$ cat config.mk
export PLATFORM = sky130hd
export DESIGN_NAME = hyperbus_arbiter
export DESIGN_NICKNAME = d
export VERILOG_FILES = /design/src/rtl/hyperbus_arbiter.sv
export SDC_FILE = /design/constraint.sdc
export NUM_CORES = 1
export LEC_CHECK = 0
export ABC_CLOCK_PERIOD_IN_PS = 5400
export BUFFER_PORTS_ARGS = -buffer_cell sky130_fd_sc_hd__clkbuf_2
export CAP_MARGIN = 15
export CORE_ASPECT_RATIO = 0.9
export CORE_MARGIN = 10
export CORE_UTILIZATION = 50
export CTS_CLUSTER_SIZE = 24
export DETAILED_ROUTE_END_ITERATION = 16
export GPL_TIMING_DRIVEN = 1
export PLACE_DENSITY = 0.95
export SYNTH_ARGS = -nofsm -noshare
export SYNTH_HDL_FRONTEND = slang
export SYNTH_SLANG_ARGS = --single-unit
$ cat constraint.sdc
create_clock -name clk -period 5.4 [get_ports clk]
set_input_delay 0 -clock clk [delete_from_list [all_inputs] [get_ports clk]]
set_output_delay 0 -clock clk [all_outputs]
set_load 0.02 [all_outputs]
$ cat src/rtl/hyperbus_arbiter.sv
// Round-robin arbiter that shares the Hyperbus FIFO command port between NPORTS requesters.
// Define HYPERBUS_ARB_PRIORITY_EN to select fixed lowest-index-first priority.
module hyperbus_arbiter #(
    parameter int NPORTS          = 2,
    parameter int ADDR_WIDTH      = 32,
    parameter int DATA_WIDTH      = 32,
    parameter int MAX_OUTSTANDING = 4
) (
    input  logic                         clk,
    input  logic                         rst_n,
    input  logic [NPORTS-1:0]            req,
    input  logic [NPORTS-1:0]            we,
    input  logic [NPORTS*ADDR_WIDTH-1:0] adr,
    input  logic [NPORTS*DATA_WIDTH-1:0] wdat,
    output logic [NPORTS-1:0]            gnt,
    output logic [DATA_WIDTH-1:0]        rdat,
    output logic [NPORTS-1:0]            rvalid,
    output logic [NPORTS-1:0]            wack,
    output logic                         rrq,
    output logic                         wrq,
    output logic [ADDR_WIDTH-1:0]        adr_o,
    output logic [DATA_WIDTH-1:0]        tx_dat_o,
    input  logic [DATA_WIDTH-1:0]        rx_dat_i,
    input  logic                         rx_valid,
    input  logic                         tx_ready,
    output logic                         err
);

    localparam int TAG_W = (NPORTS > 1) ? $clog2(NPORTS) : 1;
    localparam int PTR_W = (MAX_OUTSTANDING > 1) ? $clog2(MAX_OUTSTANDING) : 1;
    localparam int CNT_W = $clog2(MAX_OUTSTANDING + 1);

    typedef enum logic {IDLE, ISSUE} state_t;

    state_t                  state_q;
    logic [CNT_W-1:0]        count_q;
    logic [NPORTS-1:0]       gnt_q;
    logic [NPORTS-1:0]       rvalid_q;
    logic [NPORTS-1:0]       wack_q;
    logic                    rrq_q;
    logic                    wrq_q;
    logic                    err_q;
    logic [ADDR_WIDTH-1:0]   adr_q;
    logic [DATA_WIDTH-1:0]   txd_q;
    logic [DATA_WIDTH-1:0]   rdat_q;

    logic                    issue;
    logic [TAG_W-1:0]        win;
    logic                    win_we;

`ifndef HYPERBUS_ARB_PRIORITY_EN
    logic [TAG_W-1:0]        ptr_q;
    int                      rr_idx;
`endif

    // Index 0 = read tag queue, index 1 = write tag queue.
    logic [1:0]              push;
    logic [1:0]              pop;
    logic [1:0]              resp;
    logic [1:0]              q_empty;
    logic [1:0][TAG_W-1:0]   q_head;

    always_comb begin
        issue = 1'b0;
        win   = '0;
`ifndef HYPERBUS_ARB_PRIORITY_EN
        rr_idx = 0;
`endif
        if (state_q == IDLE && count_q < CNT_W'(MAX_OUTSTANDING)) begin
`ifdef HYPERBUS_ARB_PRIORITY_EN
            for (int i = NPORTS - 1; i >= 0; i--) begin
                if (req[i]) begin
                    issue = 1'b1;
                    win   = TAG_W'(i);
                end
            end
`else
            // Walk the search order backwards so the port nearest after ptr_q wins last.
            for (int i = NPORTS; i >= 1; i--) begin
                rr_idx = int'(ptr_q) + i;
                if (rr_idx >= NPORTS) rr_idx = rr_idx - NPORTS;
                if (req[rr_idx]) begin
                    issue = 1'b1;
                    win   = TAG_W'(rr_idx);
                end
            end
`endif
        end
    end

    assign win_we  = we[win];
    assign push[0] = issue & ~win_we;
    assign push[1] = issue & win_we;
    assign resp    = {tx_ready, rx_valid};
    assign pop     = resp & ~q_empty;

    generate
        for (genvar gi = 0; gi < 2; gi++) begin : g_tagq
            logic [TAG_W-1:0] mem [MAX_OUTSTANDING];
            logic [PTR_W-1:0] wr_q;
            logic [PTR_W-1:0] rd_q;
            logic [CNT_W-1:0] fill_q;

            always_ff @(posedge clk) begin
                if (push[gi]) mem[wr_q] <= win;
            end

            always_ff @(posedge clk or negedge rst_n) begin
                if (!rst_n) begin
                    wr_q   <= '0;
                    rd_q   <= '0;
                    fill_q <= '0;
                end else begin
                    if (push[gi])
                        wr_q <= (wr_q == PTR_W'(MAX_OUTSTANDING - 1)) ? '0 : wr_q + 1'b1;
                    if (pop[gi])
                        rd_q <= (rd_q == PTR_W'(MAX_OUTSTANDING - 1)) ? '0 : rd_q + 1'b1;
                    fill_q <= fill_q + CNT_W'(push[gi]) - CNT_W'(pop[gi]);
                end
            end

            assign q_empty[gi] = (fill_q == '0);
            assign q_head[gi]  = mem[rd_q];
        end
    endgenerate

    always_ff @(posedge clk or negedge rst_n) begin
        if (!rst_n) begin
            state_q  <= IDLE;
            count_q  <= '0;
            gnt_q    <= '0;
            rvalid_q <= '0;
            wack_q   <= '0;
            rrq_q    <= 1'b0;
            wrq_q    <= 1'b0;
            err_q    <= 1'b0;
            adr_q    <= '0;
            txd_q    <= '0;
            rdat_q   <= '0;
`ifndef HYPERBUS_ARB_PRIORITY_EN
            ptr_q    <= TAG_W'(NPORTS - 1);
`endif
        end else begin
            gnt_q    <= '0;
            rvalid_q <= '0;
            wack_q   <= '0;
            rrq_q    <= 1'b0;
            wrq_q    <= 1'b0;
            case (state_q)
                IDLE: begin
                    if (issue) begin
                        gnt_q   <= NPORTS'(1) << win;
                        rrq_q   <= ~win_we;
                        wrq_q   <= win_we;
                        adr_q   <= adr[int'(win)*ADDR_WIDTH +: ADDR_WIDTH];
                        txd_q   <= wdat[int'(win)*DATA_WIDTH +: DATA_WIDTH];
                        state_q <= ISSUE;
`ifndef HYPERBUS_ARB_PRIORITY_EN
                        ptr_q   <= win;
`endif
                    end
                end
                default: state_q <= IDLE;
            endcase
            if (pop[0]) begin
                rvalid_q <= NPORTS'(1) << q_head[0];
                rdat_q   <= rx_dat_i;
            end
            if (pop[1]) wack_q <= NPORTS'(1) << q_head[1];
            // Orphan responses are dropped; the count only tracks tagged transactions.
            if ((resp & q_empty) != 2'b00) err_q <= 1'b1;
            count_q <= count_q + CNT_W'(issue) - CNT_W'(pop[0]) - CNT_W'(pop[1]);
        end
    end

    assign gnt      = gnt_q;
    assign rvalid   = rvalid_q;
    assign wack     = wack_q;
    assign rrq      = rrq_q;
    assign wrq      = wrq_q;
    assign err      = err_q;
    assign adr_o    = adr_q;
    assign tx_dat_o = txd_q;
    assign rdat     = rdat_q;

endmodule
==> results.py, run 1 <==
metrics = {
    "status": {
        "outcome": "finished clean",
    },
    "global_routing": {
        "grt_use_met2": 0.516,
        "grt_util_met3": 0.104,
        "busiest_layer": "met2",
        "antenna_found_initial": 1,
        "grt_max_degree": 81,
        "grt-ovfl-total": 0,
        "grt_util_met1": 0.308,
        "grt_usage": 0.288,
        "grt_pass1_vias": 6726,
        "grt_pass1_wl_um": 36900,
    },
    "timing": {
        "max_freq_mhz": 324,
        "tightest_slew_ns": 0.982,
        "fin_crit_sh": 0.571,
        "skew_ns": 0.0127,
        "slew_viol_final": 0,
        "hold_viol": 0,
        "slew-limit-headroom": 0.345,
        "worst_slack_ns": 2.32,
        "tns_ns": 0,
        "period_needed_ns": 3.08,
        "rsz0062_at_grt": "false",
        "finalSetupViolCount": 0,
    },
    "setup_path": {
        "critPathKind": "reg2reg",
        "path_cells": "nor3_1 -> nand2b_2 -> inv_1 -> ha_1 -> inv_1 -> ha_1 -> fa_1 -> xnor2_1 -> xnor2_1",
        "timing.rr.start": "g_tagq[0].fill_q[1]",
        "rr_endpoint": "g_tagq[0].fill_q[2]",
        "crit_path_start_kind": "flip-flop",
        "slowest_delay_ns": 0.82,
        "cpMaxStageDelayCell": "nand2b_2",
        "crit_buf_inv": 2,
        "rrSetupSlack_ns": 2.32,
        "crit_fanout": 39,
        "worstSetupEndpointType": "flip-flop",
        "crit_required_ns": 5.71,
        "worstRegToRegCells": 9,
        "cp.arrival_ns": 3.39,
        "critical_path.top_delay_family": "simple AND/OR/NAND/NOR gates",
    },
    "yosys": {
        "yosys_warnings": 0,
        "synth_edf_count": 8,
        "yosysMostFrequentCell": "dfrtp_1",
        "synth_largest_area_cell": "dfrtp_1",
        "ys.flop_type": "dfrtp_1",
        "synth_cell_type_count": 32,
        "syn_inst": 544,
        "synth_seq_cells": 132,
        "postSynthAreaPerCell_um2": 10.5,
        "syn_area_mm2": 0.00573,
        "synth-async-reset-ratio": 0.939,
        "seq_area_frac_synth": 0.584,
        "synth_area_leaders": "dfrtp_1, mux2_2, a21oi_1, o21ai_0, nor2_1",
        "synth_top_area_frac": 0.537,
        "syn_nets": 732,
        "ys_top_cells_by_count": "dfrtp_1, nor2_1, a21oi_1, nand2_1, o21ai_0",
    },
    "hold_path": {
        "min_delay_path_depth": 3,
        "holdCritStartpoint": "req[0]",
        "hold_path.class": "in2reg",
        "worstHoldEndpoint": "gnt[1]",
    },
    "pwr": {
        "vdd_drop_max_mv": 0.435,
        "p_per_area_mw_per_mm2": 600,
        "power.total_mw": 5.72,
        "p_leak_nw": 4.76,
    },
    "clocking": {
        "postCtsSetupRepairBufs": 0,
        "clk_transition_reported_paths_ns": 0.07,
        "cts_root_buf": "clkbuf_16",
        "tritoncts": "done",
        "htreeDepth": 4,
        "cts_made_buffers": 17,
        "insertion_delay_ns": 0.41,
        "numClockSinks": 132,
        "clockBufferDepth": 2,
    },
    "placed_design": {
        "place.detailed.hpwl_um": 12500,
        "place_ws_ns": 2.52,
        "io_buffers": 272,
        "gp_congestion": 0.811,
    },
    "detailed_routing": {
        "num_vias": 6076,
        "drt_iter0_drc": 477,
        "viasPerCell": 5.33,
        "finalWirelength_um": 23800,
        "ant_nets": 0,
        "drt-wirelength-per-cell_um": 20.8,
        "dr.pass1.iters": 5,
        "drc": 0,
    },
    "floorplanning": {
        "fp.dieH_um": 122,
        "die_w_um": 133,
        "die-area_mm2": 0.0161,
        "rows": 37,
        "core_mm2": 0.0113,
        "start_util": 0.505,
        "num_io_pins": 273,
    },
    "final_layout": {
        "utilization": 0.840,
        "nNetsFinal": 1159,
        "drive_above_1_share": 0.363,
        "area_delta_synth_final_pct": 66.3,
        "multi_input_area_mm2": 0.00220,
        "regArea_mm2": 0.00334,
        "fillCellCount": 524,
    },
    "run": {
        "maxCapViolCount": 0,
    },
}
==> timing repair <==
action	CTS	global route
gates resized for setup	0	0
hold buffers	164	0
endpoints found under the hold margin	143	0
==> how the worst max path moves through the flow <==
stage                        start                   to  cells past startpoint
2_1_floorplan  g_tagq[0].fill_q[1]  g_tagq[0].fill_q[2]                     11
3_3_place_gp            count_q[2]  g_tagq[0].fill_q[1]                      6
3_5_place_dp   g_tagq[0].fill_q[1]  g_tagq[0].fill_q[2]                      9
4_1_cts        g_tagq[0].fill_q[1]  g_tagq[0].fill_q[2]                      9
5_1_grt        g_tagq[0].fill_q[1]  g_tagq[0].fill_q[2]                      9
6_report       g_tagq[0].fill_q[1]  g_tagq[0].fill_q[2]                      9
==> cell families (layout without fill, tap and decap cells) <==
logic type	count (synthesis)	after routing	synth area share
other	0	1	0
and+or+nand+nor	155	155	0.112
buffers and inverters	53	493	0.0369
xor gates and xnor gates	6	6	0.00917
DFF	132	132	0.584
muxes	40	40	0.0838
AOI/OAI and AO/OA	138	138	0.127
adders and majority gates	20	20	0.0476
==> stage by stage <==
step           hold WS [ns]  std cells  instance area [um2]
3_5_place_dp         0.0299        942                 7200
4_1_cts              0.0204       1138                 9490
5_1_grt              0.0377       1141                 9530
6_report             0.0459       1141                 9530
2_1_floorplan        -0.296        544                 5730
3_3_place_gp         0.0246        942                 7200
==> registers in the layout (all words and copies together), names as in the netlist, 3 cells and up <==
register       cells
g_tagq.wr_q        4
tx_dat_o          32
adr_o             32
g_tagq.mem         8
g_tagq.rd_q        4
count_q            3
rdat              32
g_tagq.fill_q      6
==> worst min-delay path, delay by kind of cell <==
family / cells / cell delay [ns]
and+or+nand+nor: 1 / 0.08
AOI/OAI and AO/OA: 1 / 0.20
buffers and inverters: 1 / 0.12
==> report_power, final <==
part           leakage (nW)  total [mW]  switching, mW  internal [mW]
Sequential             1.57        1.73          0.302           1.43
Combinational          2.88        2.71           1.52           1.19
Clock                 0.318        1.27          0.472          0.802
==> final cells by class <==
cell class	instances	area share
well taps	156	0.0205
clock buffers	18	0.0461
clock inverters	14	0.0221
multi-input cells	359	0.230
repair buffers	441	0.322
inverters	20	0.00788
diodes	1	0.000263
flip-flops and latches	132	0.351
==> routing by layer <==
layer | up-vias | share of wire
li1 | 2675 | -
met3 | 62 | 0.10
met1 | 2936 | 0.35
met5 | - | 0
met2 | 403 | 0.52
met4 | 0 | 0.032
==> layout by cell type, fill, tap and decap left out, drive strengths merged, types with 2 or more instances in the layout <==
cell type,Yosys,final
edfxtp,8,8
nor3,6,6
ha,17,17
clkbuf,17,289
mux4,2,2
o21ai,65,65
nand2,65,65
a21oi,66,66
o211a,2,2
nand2b,3,3
nor2,69,69
dlygate4sd3,0,164
and2,8,8
xnor2,6,6
mux2,38,38
dfrtp,123,123
fa,3,3
buf,16,6
bufinv,0,4
inv,20,28
nor2b,2,2
a21o,3,3
Power figures use the tool's default switching activity.
==> inputs of run 2 (changes only) <==
Settings changed: ABC_CLOCK_PERIOD_IN_PS 5400 to 2900, CORE_UTILIZATION 50 to 47, PLACE_DENSITY 0.95 to 0.91.
Clock period 5.4 ns to 2.9 ns, I/O delays scaled along.
==> run 2 against run 1 <==
  * Setup slack got worse by 2.2 ns
  * Routed wire length fell by 1.0%
  * Non-clock buffer count rose by 5
  * Global-route usage fell by 1.1 points
  * Final cell count rose by 0.88%
  * Combinational power rose by 85%
  * Total power rose by 81%
  * Sequential share of layout area rose by 0.051 points
  * Die area rose by 5.4%
  * First-iteration DRC count rose by 8.4%
  * Sequential power rose by 85%
==> results.py, run 2 (synthesized netlist as in run 1, its figures left out) <==
metrics = {
    "final_layout": {
        "final_common_cell": "clkbuf_2",
        "drive_above_1_share": 0.363,
        "nNetsFinal": 1164,
        "utilization": 0.794,
        "fin_area_mm2": 0.00952,
        "area_delta_synth_final_pct": 66.1,
        "fillCellCount": 648,
        "layout_common_cells": "clkbuf_2, dlygate4sd3_1, dfrtp_1",
    },
    "timing": {
        "finalSetupViolCount": 0,
        "period_needed_ns": 2.74,
        "fin_crit_sh": 0.944,
        "rsz0062_at_grt": "false",
        "slew_viol_final": 0,
        "hold_viol": 0,
        "tns_ns": 0,
        "skew_ns": 0.0122,
        "max_freq_mhz": 365,
        "tightest_slew_ns": 1.02,
        "slew-limit-headroom": 0.319,
        "worst_slack_ns": 0.163,
    },
    "floorplanning": {
        "die-area_mm2": 0.0170,
        "start_util": 0.478,
        "rows": 38,
        "die_w_um": 136,
        "num_io_pins": 273,
        "core_mm2": 0.0120,
        "fp.dieH_um": 125,
    },
    "setup_path": {
        "crit_fanout": 44,
        "path_cells": "nor2_1 -> o21ai_4 -> inv_2 -> buf_4 -> a21oi_1 -> o21ai_0 -> dlygate4sd3_1",
        "worstSetupEndpointType": "flip-flop",
        "cp.arrival_ns": 3.09,
        "slowest_delay_ns": 0.61,
        "crit_path_start_kind": "flip-flop",
        "crit_buf_inv": 3,
        "critical_path.top_delay_family": "buffers and inverters",
        "critPathKind": "reg2reg",
        "cpMaxStageDelayCell": "dlygate4sd3_1",
        "crit_required_ns": 3.25,
    },
    "clocking": {
        "cts_root_buf": "clkbuf_16",
        "cts_made_buffers": 17,
        "htreeDepth": 4,
        "insertion_delay_ns": 0.42,
        "cts_resized": 0,
        "numClockSinks": 132,
        "clk_transition_reported_paths_ns": 0.06,
        "postCtsSetupRepairBufs": 0,
        "tritoncts": "done",
        "clockBufferDepth": 2,
    },
    "detailed_routing": {
        "finalWirelength_um": 23500,
        "dr.pass1.iters": 5,
        "drt_iter0_drc": 517,
        "drc": 0,
        "ant_nets": 0,
        "num_vias": 6124,
        "viasPerCell": 5.32,
        "drt-wirelength-per-cell_um": 20.4,
    },
    "global_routing": {
        "grt-ovfl-total": 0,
        "grt_max_degree": 75,
        "antenna_found_initial": 3,
        "grt_usage": 0.276,
        "grt_pass1_wl_um": 37100,
        "grt_pass1_vias": 6783,
    },
    "placed_design": {
        "place.detailed.hpwl_um": 12900,
        "gp_congestion": 0.811,
        "place_ws_ns": 0.502,
        "io_buffers": 272,
        "placed_area_mm2": 0.00726,
    },
    "pwr": {
        "p_per_area_mw_per_mm2": 1090,
        "power.total_mw": 10.3,
        "vdd_drop_max_mv": 0.656,
        "p_leak_nw": 4.76,
    },
    "status": {
        "outcome": "finished clean",
    },
    "hold_path": {
        "hold_path.class": "in2async",
    },
    "run": {
        "maxCapViolCount": 0,
    },
}
## run 2: cell types whose count changed in the layout (fill, tap and decap cells not counted), sizes merged
cell         previous run  this run
clkinv                  1         6
bufinv                  4         2
dlygate4sd3           164       166
clkinvlp                1         2
clkbuf                289       290
inv                    28        22
buf                     6         9
diode                   1         3
## run 2: area by class of cell
| type | instances | area (um2) | area share |
|---|---|---|---|
| timing repair buffer | 446 | 3110 | 0.327 |
| antenna | 3 | 7.51 | 0.000789 |
| clock inverter | 12 | 130 | 0.0137 |
| inverter | 20 | 75.1 | 0.00789 |
| clock buffer | 19 | 453 | 0.0476 |
| tap | 160 | 200 | 0.0210 |
| sequential | 132 | 3340 | 0.351 |
| multi-input combinational | 359 | 2200 | 0.231 |
## run 2: power by group
| group | leakage [nW] | switching [mW] | total, mW | internal, mW |
|---|---|---|---|---|
| logic | 2.90 | 2.81 | 5.02 | 2.21 |
| registers | 1.57 | 0.533 | 3.20 | 2.67 |
| clock network | 0.285 | 0.823 | 2.13 | 1.31 |
| total | 4.76 | 4.17 | 10.3 | 6.18 |
## run 2: metrics by stage
step           hold slack, ns  instances
2_1_floorplan          -0.296        544
3_3_place_gp          -0.0786        951
3_5_place_dp          -0.0751        951
4_1_cts                0.0291       1148
5_1_grt                0.0359       1151
6_report               0.0337       1151
## run 2: what timing repair did
action / in CTS / in global routing
hold buffers: 166 / 0
hold endpoints to repair: 197 / 0
endpoints found under the setup margin: 0 / 0
## run 2: worst register-to-register path, stage by stage, from the launching register on
cell	delay, ns
dfrtp_1	0.45
nor2_1	0.23
o21ai_4	0.31
inv_2	0.17
buf_4	0.44
a21oi_1	0.16
o21ai_0	0.30
dlygate4sd3_1	0.61
## run 2: path summary, 6_finish.rpt
| check | endpoint | slack (ns) | depth (start not counted) | startpoint |
|---|---|---|---|---|
| max | adr_o[24] | 0.16 | 7 | count_q[2] |
| max reg2reg | adr_o[24] | 0.16 | 7 | count_q[2] |
| max in group asynchronous | adr_o[5] | 2.00 | 3 | rst_n |
| min in group clk | gnt[1] | 0.05 | 3 | req[1] |
| min | adr_o[28] | 0.03 | 2 | rst_n |
| min reg2reg | rdat[30] | 0.51 | 1 | rdat[30] |
## run 2: per-layer routing
layer | track usage | part of all wire | wire length [um] | up-vias
met1 | 0.291 | 0.34 | 8030 | 2959
met2 | 0.479 | 0.52 | 12200 | 392
met3 | 0.108 | 0.11 | 2490 | 83
li1 | - | - | - | 2690
met4 | 0.113 | 0.034 | 795 | 0
met5 | 0 | 0 | 0 | -
==> inputs of run 3 (changes only) <==
Settings changed: MAX_ROUTING_LAYER set to met4.
==> run 3 against run 2 <==
  * Highest routed layer unchanged
  * Combinational power about the same
  * Design area unchanged
  * Final cell count unchanged
==> results.py, run 3 (synthesized netlist as in run 1, its figures left out) <==
metrics = {
    "status": {
        "outcome": "finished clean",
    },
    "clocking": {
        "htreeDepth": 4,
        "clockBufferDepth": 2,
        "tritoncts": "done",
        "insertion_delay_ns": 0.42,
        "numClockSinks": 132,
        "clk_transition_reported_paths_ns": 0.06,
        "cts_root_buf": "clkbuf_16",
        "postCtsSetupRepairBufs": 0,
        "cts_made_buffers": 17,
    },
    "global_routing": {
        "antenna_found_initial": 3,
        "grt_max_degree": 75,
        "grt_usage": 0.284,
        "grt-ovfl-total": 0,
        "grt_pass1_vias": 6787,
        "grt_pass1_wl_um": 37000,
    },
    "timing": {
        "hold_viol": 0,
        "hold_slack_ns": 0.0334,
        "max_freq_mhz": 367,
        "period_needed_ns": 2.72,
        "fin_crit_sh": 0.939,
        "rsz0062_at_grt": "false",
        "tns_ns": 0,
        "slew_viol_final": 0,
        "slew-limit-headroom": 0.311,
        "finalSetupViolCount": 0,
        "skew_ns": 0.0117,
        "tightest_slew_ns": 1.03,
    },
    "hold_path": {
        "hold_path.class": "in2async",
    },
    "detailed_routing": {
        "drt-wirelength-per-cell_um": 20.5,
        "dr.pass1.iters": 5,
        "finalWirelength_um": 23600,
        "num_vias": 6177,
        "viasPerCell": 5.37,
        "ant_nets": 0,
        "drc": 0,
        "drt_iter0_drc": 515,
    },
    "setup_path": {
        "crit_required_ns": 3.25,
        "cp.arrival_ns": 3.08,
        "path_cells": "nor2_1 -> o21ai_4 -> inv_2 -> buf_4 -> a21oi_1 -> o21ai_0 -> dlygate4sd3_1",
        "cp.depth": 7,
        "crit_buf_inv": 3,
        "critPathKind": "reg2reg",
        "cpMaxStageDelayCell": "dlygate4sd3_1",
        "rrSetupSlack_ns": 0.18,
        "crit_fanout": 44,
        "crit_path_start_kind": "flip-flop",
        "worstSetupEndpointType": "flip-flop",
        "slowest_delay_ns": 0.61,
        "critical_path.top_delay_family": "buffers and inverters",
        "worstRegToRegCells": 7,
    },
    "final_layout": {
        "drive_above_1_share": 0.363,
        "nNetsFinal": 1164,
        "layout_common_cells": "clkbuf_2, dlygate4sd3_1, dfrtp_1",
        "utilization": 0.794,
        "fillCellCount": 648,
        "final_common_cell": "clkbuf_2",
        "regArea_mm2": 0.00334,
        "multi_input_area_mm2": 0.00220,
        "area_delta_synth_final_pct": 66.1,
        "fin_cells": 1151,
    },
    "floorplanning": {
        "die-area_mm2": 0.0170,
        "start_util": 0.478,
        "rows": 38,
        "fp.dieH_um": 125,
        "die_w_um": 136,
        "core_mm2": 0.0120,
        "num_io_pins": 273,
    },
    "run": {
        "maxCapViolCount": 0,
    },
    "pwr": {
        "swShare": 0.404,
        "p_comb_frac": 0.486,
        "power.internal_mw": 6.18,
        "power.share.sequential": 0.309,
        "clkPwrFrac": 0.205,
        "vdd_drop_max_mv": 0.663,
        "switchingPower_mw": 4.18,
        "p_leak_nw": 4.76,
        "p_per_area_mw_per_mm2": 1090,
        "power.total_mw": 10.4,
    },
    "placed_design": {
        "place.detailed.hpwl_um": 12900,
        "io_buffers": 272,
        "gp_congestion": 0.823,
        "dp_cells": 951,
    },
}
## run 3: cell counts in the layout (fill, tap and decap cells not counted)
Identical to the previous run, type by type.
## run 3: layout make-up
cell class | count | area share
clock inverters | 12 | 0.0137
flip-flops and latches | 132 | 0.351
repair buffers | 446 | 0.327
clock buffers | 19 | 0.0476
diodes | 3 | 0.000789
multi-input cells | 359 | 0.231
well taps | 160 | 0.0210
inverters | 20 | 0.00789
## run 3: path summary, 6_finish.rpt
check                           startpoint         to
worst max-delay path            count_q[2]  adr_o[24]
worst min-delay path                 rst_n        wrq
worst max register to register  count_q[2]  adr_o[24]
worst min register to register    rdat[30]   rdat[30]
max in group asynchronous            rst_n   adr_o[9]
min in group clk                    req[1]     gnt[1]
## run 3: power by group through the flow
stage,clock [mW],combinational (mW),sequential (mW)
finish,2.13,5.03,3.20
global route,2.24,5.43,3.27
CTS,2.13,4.79,3.13
detailed placement,0,3.81,3.15
global placement,0,3.68,3.10
floorplan,0,1.69,3.85
## run 3: timing repair
item | in CTS | in global routing
hold buffers | 166 | 0
resized for setup | 0 | 0
hold endpoints to repair | 197 | 0
## run 3: layer usage
metal	share of wire	wire (um)	track usage
met5	0	0	-
met4	0.034	804	0.113
met3	0.10	2420	0.103
met2	0.52	12300	0.480
met1	0.34	8130	0.294
## run 3: per-stage QoR
step	area, um2	setup slack (ns)
after floorplan	5730	0.498
after global placement	7260	0.592
after detailed placement	7260	0.502
after CTS	9510	0.372
after global routing	9520	0.0600
final	9520	0.177
## run 3: worst register-to-register path, cell delays in order (launching register included)
cell,delay (ns)
dfrtp_1,0.45
nor2_1,0.23
o21ai_4,0.31
inv_2,0.17
buf_4,0.44
a21oi_1,0.16
o21ai_0,0.30
dlygate4sd3_1,0.61
